[src/rtl/cpu_run_ctrl.sv]
// Run/step/halt sequencer: turns two raw buttons, a speed select and the CPU halt flag
// into a train of one-cycle CPU clock-enable pulses.

module cpu_run_ctrl_deb #(
    parameter int DEB_W = 16
) (
    input  logic clk,
    input  logic reset_n_i,
    input  logic raw,
    output logic press
);
    localparam logic [DEB_W-1:0] DEB_ONE = DEB_W'(1);

    logic             sync1, sync2, level;
    logic [DEB_W-1:0] cnt;

    // press fires on the same edge the level flips, so raw rise to state change is 2**DEB_W+3 edges
    always_ff @(posedge clk) begin
        if (!reset_n_i) begin
            sync1 <= 1'b0;
            sync2 <= 1'b0;
            level <= 1'b0;
            cnt   <= '0;
            press <= 1'b0;
        end else begin
            sync1 <= raw;
            sync2 <= sync1;
            press <= 1'b0;
            if (sync2 == level) begin
                cnt <= '0;
            end else if (&cnt) begin
                cnt   <= '0;
                level <= sync2;
                press <= sync2;
            end else begin
                cnt <= cnt + DEB_ONE;
            end
        end
    end
endmodule

module cpu_run_ctrl #(
    parameter int DIV_W = 19,
    parameter int DEB_W = 16
) (
    input  logic        clk,
    input  logic        reset_n_i,
    input  logic        run_btn_i,
    input  logic        step_btn_i,
    input  logic [1:0]  speed_sel_i,
    input  logic        halt_i,
    output logic        clk_en_o,
    output logic [1:0]  state_o,
    output logic [15:0] en_count_o
);
    localparam int NUM_BTN = 2;
    localparam logic [DIV_W-1:0] MASK_MID  = DIV_W'((1 << (DIV_W - 4)) - 1);
    localparam logic [DIV_W-1:0] MASK_FAST = DIV_W'((1 << (DIV_W - 8)) - 1);
    localparam logic [DIV_W-1:0] DIV_ONE   = DIV_W'(1);

    typedef enum logic [1:0] {PAUSE = 2'd0, RUN = 2'd1, STEP = 2'd2, HALTED = 2'd3} state_t;

    state_t             state, state_nxt;
    logic [NUM_BTN-1:0] btn_raw, press_evt;
    logic [DIV_W-1:0]   cnt, tick_mask;
    logic               tick, run_evt, step_evt;

    assign btn_raw  = {step_btn_i, run_btn_i};
    assign run_evt  = press_evt[0];
    assign step_evt = press_evt[1];

    for (genvar b = 0; b < NUM_BTN; b++) begin : g_btn
        cpu_run_ctrl_deb #(.DEB_W(DEB_W)) u_deb (
            .clk       (clk),
            .reset_n_i (reset_n_i),
            .raw       (btn_raw[b]),
            .press     (press_evt[b])
        );
    end

    always_ff @(posedge clk) begin
        if (!reset_n_i) state <= PAUSE;
        else            state <= state_nxt;
    end

    always_comb begin
        state_nxt = state;
        if (halt_i && state != STEP) begin
            state_nxt = HALTED;
        end else begin
            case (state)
                PAUSE:   if (run_evt) state_nxt = RUN;
                         else if (step_evt) state_nxt = STEP;
                RUN:     if (run_evt) state_nxt = PAUSE;
                STEP:    state_nxt = halt_i ? HALTED : PAUSE;
                HALTED:  state_nxt = PAUSE;
                default: state_nxt = PAUSE;
            endcase
        end
    end

    always_comb begin
        case (speed_sel_i)
            2'd0:    tick_mask = '1;
            2'd1:    tick_mask = MASK_MID;
            2'd2:    tick_mask = MASK_FAST;
            default: tick_mask = '0;
        endcase
        tick     = ~|(cnt & tick_mask);
        // reset gates the enable combinationally so a pulse cannot leak during the reset cycle
        clk_en_o = reset_n_i & ((state == STEP) | ((state == RUN) & tick & ~halt_i));
        state_o  = state;
    end

    always_ff @(posedge clk) begin
        if (!reset_n_i)                          cnt <= '0;
        else if (state == RUN && state_nxt == RUN) cnt <= cnt + DIV_ONE;
        else                                     cnt <= '0;
    end

    always_ff @(posedge clk) begin
        if (!reset_n_i)    en_count_o <= '0;
        else if (clk_en_o) en_count_o <= en_count_o + 16'd1;
    end
endmodule

[config.mk]
export PLATFORM = sky130hd
export DESIGN_NAME = cpu_run_ctrl
export DESIGN_NICKNAME = d
export VERILOG_FILES = /design/src/rtl/cpu_run_ctrl.sv
export SDC_FILE = /design/constraint.sdc
export NUM_CORES = 1
export LEC_CHECK = 0
export BUFFER_PORTS_ARGS = -buffer_cell sky130_fd_sc_hd__buf_2
export CORE_ASPECT_RATIO = 0.6
export CORE_MARGIN = 2
export CORE_UTILIZATION = 45
export CTS_BUF_LIST = sky130_fd_sc_hd__clkbuf_2
export CTS_CLUSTER_SIZE = 24
export DETAILED_ROUTE_END_ITERATION = 10
export REMOVE_ABC_BUFFERS = 1
export SLEW_MARGIN = 20
export SYNTH_ARGS = -nofsm -noshare
export SYNTH_HDL_FRONTEND = slang
export SYNTH_SLANG_ARGS = --single-unit
[constraint.sdc]
create_clock -name clk -period 3.7 [get_ports clk]
set_clock_uncertainty 0.05 [all_clocks]
set_input_delay 0.185 -clock clk [delete_from_list [all_inputs] [get_ports clk]]
set_output_delay 0.185 -clock clk [all_outputs]
set_load 0.01 [all_outputs]
After elaboration in Yosys (flattened, before gate mapping)
Index checks and enable logic that the tools add are counted.

Register bits: 77. Output and inout port bits: 19.

Equality and inequality tests: 9. Reductions and logical operators: 15. Muxes and demuxes: 7. Bitwise operators: 11. Add/sub/neg operators: 4.

Operator list (number): 19-bit one-hot mux with 3 select lines (1); 16-bit by 1-bit adder with 16-bit output (second input constant) (3); 17-bit AND reduction (2); 16-bit AND reduction (2); 19-bit by 1-bit adder with 19-bit output (second input constant) (1); 19-bit bitwise AND (1); 19-bit OR reduction (1); 3-bit OR reduction (4); 2-bit two-way mux (5); 2-bit one-hot mux with 4 select lines (1); 2-bit by 1-bit equality test with 1-bit output (second input constant) (3); 2-bit equality test (second input constant) (3); 1-bit inverter (6); 2-bit logical NOT (2); 1-bit bitwise AND (3); 1-bit equality test (2); 1-bit logical AND (2); 2-bit != test (second input constant) (1); 2-bit AND reduction (1); 1-bit logical NOT (1); 1-bit OR (1).

Depth between registers and ports, before layout
Depth after elaboration: 9. Mapped depth: 7. Depth with buffers taken out: 6.

By module
A second synthesis with hierarchy kept.

Cells, all modules: 381. Area, all modules: 3384.5 sq um.

Modules (own cells, without submodules): cpu_run_ctrl (times used 1, cells each 199, area an instance 1697.9 sq um, sequential area each 740.7 sq um); cpu_run_ctrl_deb (times used 2, cells each 91, area an instance 843.3 sq um, sequential area each 400.4 sq um).

Least setup slack after synthesis
No wires, ideal clock.

Path kind: register -> register. Start point: reg g_btn[0].u_deb.cnt[0]. End point: reg g_btn[0].u_deb.cnt[15]. Setup slack: 1699 ps. Arrival: 1836 ps. Buffers on the path: 1. Clock period less this slack: 2001 ps. Setup time: 115 ps. Stages on the path, launching flop included: 8. Path through: dfxtp_1 ha_1 nand3_1 nor4_2 or3b_2 nand3_2 buf_4 nor2_1.

Cells in the longest elaborated chain, start to end: 2.

Ends and longest elaborated chain: from (decl) (RTL line 15) `logic [DEB_W-1:0] cnt;`; from (signal assigned) (RTL line 36) `cnt <= cnt + DEB_ONE;`; parallel branches: the longest is 2 deep, another holds 16-bit by 1-bit adder with 16-bit output.

Several ways; the timed one is not identified. A chain may end at the register's enable or synchronous reset.

Worst setup path after layout
Start point: reg cnt[15]. End point: out clk_en_o.

Cells in the longest elaborated chain, start to end: 7.

Ends and longest elaborated chain: from (decl) (RTL line 65) `logic [DIV_W-1:0] cnt, tick_mask;`; from (signal assigned) (RTL line 117) `else if (state == RUN && state_nxt == RUN) cnt <= cnt + DIV_ONE;`; 19-bit bitwise AND (RTL line 109) `tick = ~|(cnt & tick_mask);`; 19-bit OR reduction (RTL line 109); 1-bit logical NOT (RTL line 109); 1-bit bitwise AND (2 in series) (RTL line 111) `clk_en_o = reset_n_i & ((state == STEP) | ((state == RUN) & tick & ~halt_i));`; 1-bit OR (RTL line 111); 1-bit bitwise AND (RTL line 111); to (decl) (RTL line 52) `output logic clk_en_o,`.

Every way passes these cells.

==> results.md <==
- RSZ-0062 raised after global routing: no
- Clk root buf: clkbuf_2
- Hold Path Class: in2reg
- Routed length per instance: 11.9 um
- DP HPWL: 4420 um
- Leak Pwr: 1.27 nW
- Worst Path Buf+Inv: 1
- Slowest Stage Delay on Critical Path: 770 ps
- Top-count cell post-synth: dfxtp_1
- Die width: ~120 um
- Fillers: 760
- Die footprint: 0.00864 sq mm
- Top delay family on crit path: compound AO/OA/AOI/OAI gates
- Vias in the first global route: ~2400
- Peak supply drop: around 0.24 mV
- Worst endpoint data arrival time: about 2800 ps
- Status: complete, no violations
- Die Height: roughly 73 um
- GRT overflow: 0
- Final Net Count: 437
- Yosys top cell area share: 43.4%
- CTS tree: yes
- Slew @ Worst Pin: about 1000 ps
- Post-synth ARST share: 0%
- Share of layout cells above drive strength 1: roughly 14%
- Synth-to-layout area growth: 10.2%
- Pre-CTS WS: between 1000 and 1500 ps
- Synth top area cells: dfxtp_1 43%, nor2_1 6.6%, xor2_1 6.2%, xnor2_1 5.4%, nand2_1 3.8%
- Via density: 4.96
- Worst setup path category: reg2out
- Core Region: between 0.007 and 0.008 sq mm
- Synth warn: 0
- Leading register cell type out of synthesis: dfxtp_1
- Gpl congestion: 0.827
- Initial core utilization: ~46%
- Post-Syn Area per Cell: about 8.9 sq um
- IO Port Bufs: 25
- Setup crit end kind: output port
- Max Slew Vio Count: 0
- Library cells used by synthesis: 45
- Clk buf depth: 2
- Final WL: roughly 6400 um
- Drt drc: 0
- Number of flops mapped to enable cells by yosys: 0
- Clk slew on worst S/H paths: roughly 210 ps
- Min Clock Period, post-route: between 2000 and 3000 ps
- Post-CTS Setup Inserts: 0
- Synth cell count leaders: 77 x dfxtp_1, 62 x nor2_1, 36 x nand2_1
- Setup TNS: 0 ps
- First-pass GRT wire length: 11100 um
- Clock latency on the worst-skew pair: 540 ps
- Final Cycle Share: 80.9%
- Number of DRC markers in iteration 0: roughly 140
- GRT Total Usage: about 16%
- Number of diodes: 0
- CP Launch Type: flip-flop
- #FFs+latches synth: 77
- DR vias: 2675
- Setup Viol. Count Final: 0
- Slowest CP cell: a2111o_1
- Post-Layout Inst Area: around 0.004 sq mm
- Fin. Hold Viols: 0
- Critical path, cell by cell: nor4_1 > o2111ai_1 > a2111o_1 > and2_1 > nor2b_1 > buf_2
- Antenna violations before repair: 0
- MaxCap Viol Count: 0
- Synth Cell Area: between 0.003 and 0.004 sq mm
- Worst Path Max Fanout: 20
- PwrDens: ~340 mW/mm^2
- IO Pins: 26
- ANT nets after route: 0
- H-Tree Depth: 3
- Pwr Total: approximately 0.0013 W
- Synth area leader: dfxtp_1
- Mapped Cells: ~400
- Relative slew margins: approximately 33%
- Fmax: 334 MHz
- # rows: 25
- Register area share after synthesis: a little over two fifths
- DR pass1 iterations: 4
- TritonCTS Buffers: 9
- Placed instance area: roughly 0.0037 sq mm
- Req. time, crit path: approximately 3500 ps
- Clock sink count: 77
- Post-route setup slack: between 700 and 800 ps
- Largest net degree at the start of global routing: 34
## cells in the final DEF, fill, tap and decap left out, types with 3 or more instances in the layout
cell	synthesis	final
a211oi_2	8	8
and2_1	9	9
and3_1	3	3
and4_1	6	6
buf_2	0	25
clkbuf_2	0	10
dfxtp_1	77	77
dlygate4sd3_1	0	5
ha_1	4	4
inv_1	10	10
mux2i_1	12	12
nand2_1	36	36
nand2b_1	15	15
nand3_1	23	23
nand4_1	18	18
nor2_1	62	62
nor2b_1	4	4
nor3_1	9	9
nor4_1	5	5
o21ai_0	6	6
xnor2_1	22	22
xor2_1	25	25
## per-layer routing
metal	vias to the layer above	wire, um	GRT usage, %
met5	-	0	0
met4	0	23	3.17
met3	2	293	7.19
met2	32	2510	21.9
met1	1220	3580	23.1
li1	1421	-	-
## report_power, final
group | leakage (nW) | switching [W] | internal, W | total [W]
Clock | 0.0679 | 0.000293 | 0.000157 | 0.000450
Combinational | 0.583 | 0.0000318 | 0.0000200 | 0.0000518
Sequential | 0.622 | 0.00000639 | 0.000837 | 0.000844
## path summary, 6_finish.rpt
| path | from | endpoint | slack, ps | depth (start not counted) |
|---|---|---|---|---|
| min reg2reg | g_btn[1].u_deb.cnt[0]$_SDFF_PP0_ | g_btn[1].u_deb.cnt[0]$_SDFF_PP0_ | 400 | 1 |
| min | run_btn_i | g_btn[0].u_deb.sync1$_SDFF_PN0_ | 330 | 3 |
| max | cnt[15]$_SDFF_PN0_ | clk_en_o | 710 | 6 |
| max reg2reg | cnt[15]$_SDFF_PN0_ | en_count_o[8]$_SDFFE_PN0P_ | 1260 | 5 |
## cells by family (layout without fill, tap and decap cells)
| logic type | Yosys count | after routing | share of synthesized area [%] |
|---|---|---|---|
| AND/OR/NAND/NOR | 204 | 204 | 29.6 |
| adder cells (fa/ha/maj) | 4 | 4 | 1.41 |
| buffers and inverters | 25 | 58 | 3.17 |
| multiplexers | 12 | 12 | 3.39 |
| AO/OA/AOI/OAI | 29 | 29 | 7.41 |
| XOR/XNOR | 47 | 47 | 11.6 |
| flip-flops | 77 | 77 | 43.4 |
## timing repair
| item | in CTS | in global routing |
|---|---|---|
| hold buffers | 5 | 0 |
| resized for setup | 0 | 0 |
| hold endpoints to repair | 11 | 0 |
## worst min-delay path, delay by kind of cell
family	cells	cell delay [ps]
buffers and inverters	2	610
AND/OR/NAND/NOR	1	110
## layout make-up
| class | instances | area (sq um) | area share [%] |
|---|---|---|---|
| Multi-Input combinational cell | 296 | 1890 | 48.5 |
| Sequential cell | 77 | 1540 | 39.4 |
| Tap cell | 108 | 135 | 3.46 |
| Timing Repair Buffer | 31 | 183 | 4.67 |
| Clock buffer | 10 | 50.0 | 1.28 |
| Clock inverter | 6 | 63.8 | 1.63 |
| Inverter | 11 | 41.3 | 1.06 |
## state kept, by name, indices dropped and copies added, names as in the netlist
name               count
g_btn.u_deb.cnt       32
cnt                   19
en_count_o            16
g_btn.u_deb.level      2
g_btn.u_deb.press      2
g_btn.u_deb.sync1      2
g_btn.u_deb.sync2      2
state_o                2
## stage by stage
| step | hold WS, ps | cells | utilization (%) |
|---|---|---|---|
| floorplan | 253 | 384 | - |
| global placement | 345 | 518 | 48.3 |
| detailed placement | 349 | 518 | 48.3 |
| CTS | 274 | 539 | 50.4 |
| global route | 265 | 539 | 50.4 |
| finish | 327 | 539 | 50.4 |
(Power assumes the default switching activity.)
